### src/rtl/msi_tx_pkg.sv
// Shared constants, access decode and STATUS word packing for the MSI transmitter.
package msi_tx_pkg;

    localparam int HOST_AW = 4;
    localparam int HOST_DW = 32;

    localparam logic [HOST_AW-1:0] CODE_ADDR   = 4'h0;
    localparam logic [HOST_AW-1:0] STATUS_ADDR = 4'h4;

    localparam int OVF_BIT   = 31;
    localparam int FULL_BIT  = 16;
    localparam int COUNT_LSB = 0;

    typedef enum logic [2:0] {
        ACC_NONE,
        ACC_CODE_WR,
        ACC_STAT_WR,
        ACC_STAT_RD,
        ACC_ZERO_RD
    } access_e;

    function automatic access_e decode_access(logic req, logic we, logic [HOST_AW-1:0] addr);
        if (!req) return ACC_NONE;
        if (we) begin
            if (addr == CODE_ADDR)   return ACC_CODE_WR;
            if (addr == STATUS_ADDR) return ACC_STAT_WR;
            return ACC_NONE;
        end
        if (addr == STATUS_ADDR) return ACC_STAT_RD;
        return ACC_ZERO_RD;
    endfunction

    function automatic logic [HOST_DW-1:0] pack_status(logic ovf, logic full, logic [15:0] count);
        logic [HOST_DW-1:0] s;
        s                  = '0;
        s[OVF_BIT]         = ovf;
        s[FULL_BIT]        = full;
        s[COUNT_LSB +: 16] = count;
        return s;
    endfunction

endpackage

### src/rtl/msi_transmitter_if.sv
// Host-side register bus of the MSI transmitter.
interface msi_transmitter_if;
    // A request is taken in the same cycle it is raised (ack mirrors req); a read
    // returns its data with a one-cycle resp pulse in the following cycle.
    logic        host_req;
    logic        host_we;
    logic [3:0]  host_addr;
    logic [31:0] host_wdata;
    logic        host_ack;
    logic        host_resp;
    logic [31:0] host_rdata;

    modport master (
        output host_req, host_we, host_addr, host_wdata,
        input  host_ack, host_resp, host_rdata
    );

    modport slave (
        input  host_req, host_we, host_addr, host_wdata,
        output host_ack, host_resp, host_rdata
    );
endinterface

### src/rtl/msi_tx_fifo.sv
// Synchronous FIFO with wrapping pointers and an occupancy count one bit wider than the pointers.
module msi_tx_fifo #(
    parameter int WIDTH     = 4,
    parameter int DEPTH_POW = 2
) (
    input  logic                 clk_i,
    input  logic                 rst_i,
    input  logic                 push_i,
    input  logic                 pop_i,
    input  logic [WIDTH-1:0]     data_i,
    output logic [WIDTH-1:0]     data_o,
    output logic [DEPTH_POW:0]   count_o,
    output logic                 full_o,
    output logic                 empty_o
);
    localparam int DEPTH = 1 << DEPTH_POW;

    logic [WIDTH-1:0]     mem_q [DEPTH];
    logic [DEPTH_POW-1:0] wr_ptr_q, wr_ptr_d;
    logic [DEPTH_POW-1:0] rd_ptr_q, rd_ptr_d;
    logic [DEPTH_POW:0]   count_q, count_d;
    logic                 do_push, do_pop;

    // Count never exceeds DEPTH, so its top bit alone marks full.
    assign full_o  = count_q[DEPTH_POW];
    assign empty_o = (count_q == '0);
    assign count_o = count_q;
    assign data_o  = mem_q[rd_ptr_q];

    assign do_push = push_i && !full_o;
    assign do_pop  = pop_i && !empty_o;

    always_comb begin
        wr_ptr_d = wr_ptr_q;
        rd_ptr_d = rd_ptr_q;
        count_d  = count_q;
        if (do_push) wr_ptr_d = wr_ptr_q + DEPTH_POW'(1);
        if (do_pop)  rd_ptr_d = rd_ptr_q + DEPTH_POW'(1);
        if (do_push && !do_pop) count_d = count_q + (DEPTH_POW+1)'(1);
        if (!do_push && do_pop) count_d = count_q - (DEPTH_POW+1)'(1);
    end

    always_ff @(posedge clk_i or negedge rst_i) begin
        if (!rst_i) begin
            wr_ptr_q <= '0;
            rd_ptr_q <= '0;
            count_q  <= '0;
        end else begin
            wr_ptr_q <= wr_ptr_d;
            rd_ptr_q <= rd_ptr_d;
            count_q  <= count_d;
        end
    end

    always_ff @(posedge clk_i) begin
        if (do_push) mem_q[wr_ptr_q] <= data_i;
    end
endmodule

### src/rtl/msi_transmitter.sv
// MSI source: host-written codes are queued and sent as spaced single-cycle pulses.
// Define MSI_TX_COALESCE_EN to drop CODE writes whose code is already queued.
module msi_transmitter
    import msi_tx_pkg::*;
#(
    parameter int IRQ_NUM_POW    = 4,
    parameter int FIFO_DEPTH_POW = 2,
    parameter int MIN_GAP        = 0
) (
    input  logic                   clk_i,
    input  logic                   rst_i,
    msi_transmitter_if.slave       host_io,
    output logic                   msi_req_o,
    output logic [IRQ_NUM_POW-1:0] msi_code_bo
);
    localparam int         CNT_W    = FIFO_DEPTH_POW + 1;
    localparam logic [7:0] GAP_LOAD = 8'(MIN_GAP);

    access_e                acc;
    logic [IRQ_NUM_POW-1:0] code_w;
    logic [IRQ_NUM_POW-1:0] head;
    logic [CNT_W-1:0]       fifo_count, count_nx;
    logic                   fifo_full, fifo_empty;
    logic                   push, pop, dup, ovf_set;
    logic                   wdata_unused;

    logic                   ovf_q, ovf_d;
    logic [7:0]             gap_q, gap_d;
    logic                   resp_q, resp_d;
    logic [HOST_DW-1:0]     rdata_q, rdata_d;
    logic                   msi_req_q, msi_req_d;
    logic [IRQ_NUM_POW-1:0] msi_code_q, msi_code_d;

    assign acc          = decode_access(host_io.host_req, host_io.host_we, host_io.host_addr);
    assign code_w       = host_io.host_wdata[IRQ_NUM_POW-1:0];
    assign wdata_unused = ^host_io.host_wdata;
    assign host_io.host_ack = host_io.host_req;

    assign pop     = !fifo_empty && (gap_q == 8'd0);
    // Fullness comes from the count at the start of the cycle, so a same-cycle pop never frees a slot.
    assign push    = (acc == ACC_CODE_WR) && !fifo_full && !dup;
    assign ovf_set = (acc == ACC_CODE_WR) && fifo_full && !dup;

`ifdef MSI_TX_COALESCE_EN
    logic [2**IRQ_NUM_POW-1:0] pend_q, pend_d;

    // A code leaving the queue this cycle no longer counts as pending for a new write of it.
    assign dup = pend_q[code_w] && !(pop && (head == code_w));

    always_comb begin
        pend_d = pend_q;
        if (pop)  pend_d[head]   = 1'b0;
        if (push) pend_d[code_w] = 1'b1;
    end

    always_ff @(posedge clk_i or negedge rst_i) begin
        if (!rst_i) pend_q <= '0;
        else        pend_q <= pend_d;
    end
`else
    assign dup = 1'b0;
`endif

    msi_tx_fifo #(
        .WIDTH     (IRQ_NUM_POW),
        .DEPTH_POW (FIFO_DEPTH_POW)
    ) u_fifo (
        .clk_i   (clk_i),
        .rst_i   (rst_i),
        .push_i  (push),
        .pop_i   (pop),
        .data_i  (code_w),
        .data_o  (head),
        .count_o (fifo_count),
        .full_o  (fifo_full),
        .empty_o (fifo_empty)
    );

    always_comb begin
        count_nx = fifo_count;
        if (push && !pop) count_nx = fifo_count + CNT_W'(1);
        if (!push && pop) count_nx = fifo_count - CNT_W'(1);
    end

    always_comb begin
        ovf_d = ovf_q;
        if (acc == ACC_STAT_WR && host_io.host_wdata[OVF_BIT]) ovf_d = 1'b0;
        if (ovf_set) ovf_d = 1'b1;

        gap_d = gap_q;
        if (pop)                 gap_d = GAP_LOAD;
        else if (gap_q != 8'd0)  gap_d = gap_q - 8'd1;

        // STATUS reads report the state as it stands at the end of the access cycle.
        resp_d  = (acc == ACC_STAT_RD) || (acc == ACC_ZERO_RD);
        rdata_d = '0;
        if (acc == ACC_STAT_RD) rdata_d = pack_status(ovf_d, count_nx[FIFO_DEPTH_POW], 16'(count_nx));

        msi_req_d  = pop;
        msi_code_d = pop ? head : '0;
    end

    always_ff @(posedge clk_i or negedge rst_i) begin
        if (!rst_i) begin
            ovf_q      <= 1'b0;
            gap_q      <= 8'd0;
            resp_q     <= 1'b0;
            rdata_q    <= '0;
            msi_req_q  <= 1'b0;
            msi_code_q <= '0;
        end else begin
            ovf_q      <= ovf_d;
            gap_q      <= gap_d;
            resp_q     <= resp_d;
            rdata_q    <= rdata_d;
            msi_req_q  <= msi_req_d;
            msi_code_q <= msi_code_d;
        end
    end

    assign host_io.host_resp  = resp_q;
    assign host_io.host_rdata = rdata_q;
    assign msi_req_o          = msi_req_q;
    assign msi_code_bo        = msi_code_q;
endmodule

### src/flat_wrapper.sv
// flat-port wrapper written by rule: the top's interface ports become plain ports
module msi_transmitter_flat import msi_tx_pkg::*;
#(
    parameter int IRQ_NUM_POW    = 4,
    parameter int FIFO_DEPTH_POW = 2,
    parameter int MIN_GAP        = 0
)
  (clk_i, rst_i, msi_req_o, msi_code_bo, host_io_host_req, host_io_host_we, host_io_host_addr, host_io_host_wdata, host_io_host_ack, host_io_host_resp, host_io_host_rdata);
  msi_transmitter_if host_io_i ();
  input  logic clk_i;
  input  logic rst_i;
  output logic msi_req_o;
  output logic [IRQ_NUM_POW-1:0] msi_code_bo;
  input wire logic [$bits(host_io_i.host_req)-1:0] host_io_host_req;
  input wire logic [$bits(host_io_i.host_we)-1:0] host_io_host_we;
  input wire logic [$bits(host_io_i.host_addr)-1:0] host_io_host_addr;
  input wire logic [$bits(host_io_i.host_wdata)-1:0] host_io_host_wdata;
  output wire logic [$bits(host_io_i.host_ack)-1:0] host_io_host_ack;
  output wire logic [$bits(host_io_i.host_resp)-1:0] host_io_host_resp;
  output wire logic [$bits(host_io_i.host_rdata)-1:0] host_io_host_rdata;
  assign host_io_i.host_req = host_io_host_req;
  assign host_io_i.host_we = host_io_host_we;
  assign host_io_i.host_addr = host_io_host_addr;
  assign host_io_i.host_wdata = host_io_host_wdata;
  assign host_io_host_ack = host_io_i.host_ack;
  assign host_io_host_resp = host_io_i.host_resp;
  assign host_io_host_rdata = host_io_i.host_rdata;
  msi_transmitter #(.IRQ_NUM_POW(IRQ_NUM_POW), .FIFO_DEPTH_POW(FIFO_DEPTH_POW), .MIN_GAP(MIN_GAP)) u_core (.clk_i(clk_i), .rst_i(rst_i), .host_io(host_io_i), .msi_req_o(msi_req_o), .msi_code_bo(msi_code_bo));
endmodule
### config.mk
export PLATFORM = sky130hd
export DESIGN_NAME = msi_transmitter_flat
export DESIGN_NICKNAME = d
export VERILOG_FILES = /design/src/rtl/msi_tx_pkg.sv /design/src/rtl/msi_transmitter_if.sv /design/src/rtl/msi_tx_fifo.sv /design/src/rtl/msi_transmitter.sv /design/src/flat_wrapper.sv
export SDC_FILE = /design/constraint.sdc
export NUM_CORES = 1
export LEC_CHECK = 0
export BUFFER_PORTS_ARGS = -buffer_cell sky130_fd_sc_hd__buf_2
export CORE_ASPECT_RATIO = 1.25
export CORE_MARGIN = 1.5
export CORE_UTILIZATION = 53
export CTS_CLUSTER_SIZE = 30
export DETAILED_ROUTE_END_ITERATION = 12
export PLACE_DENSITY = 0.85
export SYNTH_ARGS = -nofsm -noshare
export SYNTH_HDL_FRONTEND = slang
export SYNTH_SLANG_ARGS = --single-unit
### constraint.sdc
create_clock -name clk_i -period 5.05 [get_ports clk_i]
set_input_delay 1.01 -clock clk_i [delete_from_list [all_inputs] [get_ports clk_i]]
set_output_delay 1.01 -clock clk_i [all_outputs]
set_load 0.02 [all_outputs]
# After elaboration in Yosys (flattened, before gate mapping)
# Memory sizes are Yosys's and may differ from the RTL's.
# Index checks and enable logic that the tools add are counted.
# op_classes
addsub	5
n_mul	0
div	0
n_lt_le_gt_ge	0
eq_ne	5
shifts	0
n_mux	33
bitwise	0
reduce_logical	23
# ops
operator	n
$mux W3	14
$mux W32	1
$mux W8	2
$mux W1	15
$logic_and A1 B1 Y1	10
$logic_not A8 Y1	1
$reduce_bool A8 Y1	1
$sub A8 B1 Y8 const B	1
$eq A3 B2 Y1 const B	2
$logic_not A1 Y1	6
$add A2 B1 Y2 const B	2
$eq A4 B3 Y1 const B	1
$logic_not A4 Y1	1
$mux W4	1
$reduce_bool A2 Y1	2
$add A3 B1 Y3 const B	1
$eq A3 B1 Y1 const B	1
$eq A3 B3 Y1 const B	1
$logic_not A3 Y1	1
$sub A3 B1 Y3 const B	1
$logic_or A1 B1 Y1	1
# totals
reg_bits	54
latch_bits	0
ram_bits	16
romBits	0
inputBits	40
elab_cells	76
memories	1
# mem_list
memory	words	word_bits	rd	rd_clocked_by_memory_dff	wr	line	source
u_core.u_fifo.mem_q	4	4	1	0	1	msi_tx_fifo.sv:18	logic [WIDTH-1:0] mem_q [DEPTH];

# Depth between registers and ports, before layout
# logic_depth
depth_word	20
depth_mapped	9

# Cells and area by module
# A second synthesis with hierarchy kept.
# unflattened
cells_unflattened	167
hier_area_um2	2107.0
# modules_own_cells
mod	instances	cells_per_inst	area_per_inst_um2	seq_area_each_um2
msi_transmitter	1	106	1102.3	475.5
msi_tx_fifo	1	61	1004.7	655.6

# Worst setup path before layout
# OpenSTA, ideal clock, no wires.
# synth_timing
path_type	input-to-reg
start	input host_io_host_addr[1]
end	register u_core.u_fifo.count_q[2], in the netlist u_core.u_fifo.count_o[2]
setup_ps	79
arrival_time_ps	2343
required_time_ps	4971
path_slack_ps	2628
stages	7
path_buffers	1
cell_sequence	nor4b_1 and3_2 buf_6 inv_1 ha_1 nor2_1 xor2_1
# synth_between
elab_chain_cells	18
elab_cells_between_ends	28
cone_classes	eq/ne: 2; mux: 19; reduce/logical: 7
# synth_lines
element	line	source
start: declaration	flat_wrapper.sv:16	input wire logic [$bits(host_io_i.host_addr)-1:0] host_io_host_addr;
$eq A4 B3 Y1	msi_tx_pkg.sv:26, msi_tx_pkg.sv:29	
$mux W1	msi_tx_pkg.sv:26, msi_tx_pkg.sv:29	
$mux W1	msi_tx_pkg.sv:26	if (addr == STATUS_ADDR) return ACC_STAT_WR;
$mux W1 (2 in series)	msi_tx_pkg.sv:24	if (we) begin
$mux W3	msi_tx_pkg.sv:27	return ACC_NONE;
$mux W3	msi_tx_pkg.sv:26	
$mux W3	msi_tx_pkg.sv:24	
$mux W3	msi_tx_pkg.sv:29	if (addr == STATUS_ADDR) return ACC_STAT_RD;
$mux W3	msi_tx_pkg.sv:30	return ACC_ZERO_RD;
$mux W3 (*)	msi_tx_pkg.sv:29	
$mux W3 (*)	msi_tx_pkg.sv:24	
$eq A3 B1 Y1 (*)	msi_transmitter.sv:41	assign push = (acc == ACC_CODE_WR) && !fifo_full && !dup;
$logic_and A1 B1 Y1 (*)	msi_transmitter.sv:41	
$logic_and A1 B1 Y1 (*)	msi_tx_fifo.sv:30	assign do_push = push_i && !full_o;
$logic_not A1 Y1	msi_tx_fifo.sv:40	if (!do_push && do_pop) count_d = count_q - (DEPTH_POW+1)'(1);
$logic_and A1 B1 Y1	msi_tx_fifo.sv:40	
$mux W3 / $reduce_bool A2 Y1 (equally long branches)	-	
end signal: assignment	msi_tx_fifo.sv:51	count_q <= count_d;
end: declaration	msi_tx_fifo.sv:21	logic [DEPTH_POW:0] count_q, count_d;
# Mark *: on every way between the ends. The rest lies on a longest branch, timed or not. The select of a mux whose other input is x is not followed.
# A chain may end at the register's enable or synchronous reset.

# Worst setup path in the final report
# Same ends and word-level chain as after synthesis.

==> results by group <==
Global route
  • GRT Resource Usage Total: 0.156
  • Global-route wire length before repair: 4.84 mm
  • Pin count of the biggest net entering global routing: 27
  • Antenna violations before repair: 0
  • Vias in the first global route: approximately 1100
  • GRT overflow: 0

Worst setup path
  • Stage delay of the slowest cell on the critical path: a little over 400 ps
  • Setup crit start kind: primary input
  • Slowest library cell on the worst path: nor4b_1
  • R2r worst-path depth: 9
  • Classification of the worst setup path: primary input to flop
  • Arrival time of the worst setup path: approximately 2600 ps
  • Worst Setup End Kind: flop
  • Data required time of the worst path: 5220 ps
  • Cell chain of the critical path: buf_2 > nor4b_1 > and3_2 > inv_1 > ha_1 > mux2i_1 > nor2_1 > xor2_1
  • Launch point of the worst reg-to-reg path: u_core.gap_q[0]
  • Reg2Reg Setup Slack: 2920 ps
  • Max FO, Critical Path: 11
  • Worst reg2reg endpoint: u_core.u_fifo.count_o[2]

Synthesis
  • Top cells by area, synth: dfrtp_1 31%, edfxtp_1 23%, buf_4 10%
  • Average cell area after synthesis: 12.6 um^2
  • Area of the mapped netlist: 2110 um^2
  • Ys async rst share: 0.619
  • Synth cell count leaders: 29 x buf_4, 26 x dfrtp_1, 16 x edfxtp_1, 10 x ha_1
  • Synth Warn #: 0
  • Post-synth EDFFs: 16
  • Area share of the largest cell type after synthesis: 0.308
  • Cell type with the highest aggregate area in the netlist: dfrtp_1
  • Syn Inst Count: ~170
  • Most frequently used cell type in the post-synthesis netlist: buf_4
  • Number of distinct library cell variants in the gate-level netlist after synthesis: 41
  • FF+latch count, synth: 42
  • Sequential fraction of the synthesis area: 0.536
  • Most used DFF post-synth: dfrtp_1

Worst hold path
  • Hold Path Origin: u_core.gap_q[1]
  • Worst hold stages: 2
  • Hold WC Path Type: flop to flop
  • Endpoint, Worst Hold: u_core.gap_q[1]

Floorplanning
  • Die width: between 50 and 60 um
  • Site Rows: 25
  • I/O pin cnt: 79
  • Core outline area: 3780 um^2
  • Die height: 73.6 um
  • Area of the die: 4370 um^2
  • Initial standard-cell utilization of the core: 0.558

Clock tree
  • Count of hold buffers inserted by post-cts repair: 0
  • Clock tree from TritonCTS: done
  • Clock sink total: between 40 and 50
  • Clock edge transition at the registers on the reported setup and hold paths: 70 ps
  • Number of H-tree levels: 2
  • Clk_lat worst skew: 290 ps
  • Inserted Clock Buffers: 5
  • Cts repair resizes: 0
  • Clock tree buffer depth: 2
  • Number of setup buffers added after CTS: 0
  • Cell at the root of the clock tree: clkbuf_8

STA
  • Accumulated negative setup slack: 0 ps
  • Number of failing setup endpoints in the final timing report: 0
  • Minimum clock period: 2460 ps
  • Final-report max-slew violation count: 0
  • Ratio of final minimum period to clock period: 0.488
  • Setup skew after layout: 2.11 ps
  • RSZ-0062 raised after global routing: false
  • Fmax achieved: 406 MHz
  • Smallest hold slack: 511 ps
  • Transition time at the pin with the least slew margin: 570 ps
  • Slew HR: 0.620
  • Total count of hold-check failures in the final report: 0

Finish
  • Fraction of final layout cells sized beyond drive strength 1: 0.226
  • Nets: about 240
  • N_diodes: 0
  • Final non-filler cell total: 249
  • Final cell utilization of the core: 0.594
  • Area growth from synthesis to layout: 6.52%

Route
  • Number of search-and-repair iterations in the first detailed-routing pass: 4
  • WL/cell: about 12 um
  • Antenna Nets Post-Route: 0
  • Violation count after the first detailed-route iteration: 16
  • Final WL: 2.97 mm
  • Overall via count from detail_route: roughly 1200
  • # DRC: 0
  • Vias/cell: 4.75

Place
  • Port Buf Inserts: 24
  • Placed wire-length estimate: between 2 and 2.5 mm
  • Placed insts: roughly 240
  • RD Place Congestion: ~0.84

Power
  • Static Leak: around 1.1 nW
  • Sum of internal, switching and leakage power: 0.949 mW
  • Largest voltage drop on the vdd net: 0.213 mV
  • Cell area power density: between 400 and 500 nW/um^2

Flow run
  • Maximum capacitance violations: 0

Status
  • Outcome: completed
[sequential cells by signal, indices dropped and copies added (netlist names)]
name,cells
u_core.host_io.host_rdata,4
u_core.ovf_q,1
u_core.msi_code_bo,4
u_core.msi_req_o,1
u_core.u_fifo.rd_ptr_q,2
u_core.gap_q,8
u_core.u_fifo.mem_q,16
u_core.u_fifo.wr_ptr_q,2
u_core.host_io.host_resp,1
u_core.u_fifo.count_o,3
[logic make-up (layout without fill, tap and decap cells)]
logic type      after synthesis  in the layout  share of synthesized area
compound gates               11             11                     0.0320
xor+xnor                     11             11                     0.0522
fa+ha+maj                    10             10                     0.0593
buf+inv                      41             42                      0.128
flops                        42             42                      0.536
mux                           6              6                     0.0528
other cells                   1             27                    0.00178
simple gates                 46             46                      0.138
[power breakdown]
group / internal (mW) / switching, mW
logic: 0.138 / 0.153
clock network: 0.0945 / 0.110
registers: 0.406 / 0.0479
[through the flow]
step                cell area (um^2)  setup WS [ps]
floorplan                       2210           2630
global placement                2160           2330
detailed placement              2160           2290
CTS                             2250           2600
global route                    2250           2450
finish                          2250           2590
[routing by layer]
metal	global-route usage	part of all wire	vias to the layer above
met5	0	0	-
met4	0.0985	0.027	0
met1	0.165	0.39	563
li1	-	-	570
met3	0.0264	0.048	5
met2	0.280	0.53	44
[worst max path at each step]
| stage | start | end | cells after the start |
|---|---|---|---|
| finish | host_io_host_addr[1] | u_core.u_fifo.count_o[2] | 8 |
| global placement | host_io_host_addr[1] | u_core.u_fifo.count_o[2] | 7 |
| CTS | host_io_host_addr[1] | u_core.u_fifo.count_o[2] | 8 |
| detailed placement | host_io_host_addr[1] | u_core.u_fifo.count_o[2] | 8 |
| global route | host_io_host_addr[1] | u_core.u_fifo.count_o[2] | 8 |
| floorplan | host_io_host_addr[1] | u_core.u_fifo.count_o[2] | 7 |
[cell type report]
type / instances / area (um^2)
well taps: 54 / 67.6
clock buffers: 5 / 68.8
flip-flops and latches: 42 / 1130
clock inverters: 3 / 16.3
multi-input cells: 111 / 807
repair buffers: 24 / 120
fillers: 325 / 1540
inverters: 10 / 37.5
[cell usage in the layout (no fill, tap or decap), drive strengths merged, types with 3 or more instances in the layout]
master	Yosys	final
conb	1	27
dfrtp	26	26
buf	30	24
edfxtp	16	16
ha	10	10
inv	10	10
and2	9	9
nor2	8	8
nand3	6	6
xor2	5	5
nand2	5	5
xnor2	5	5
o21ai	5	5
clkbuf	1	5
mux4	4	4
nor4	3	3
[critical path: cells and delay by family]
| kind | cells | cell delay, ps |
|---|---|---|
| mux | 1 | 190 |
| simple gates | 3 | 890 |
| fa+ha+maj | 1 | 240 |
| xor+xnor | 1 | 140 |
| buf+inv | 2 | 170 |
Power figures use the tool's default switching activity.
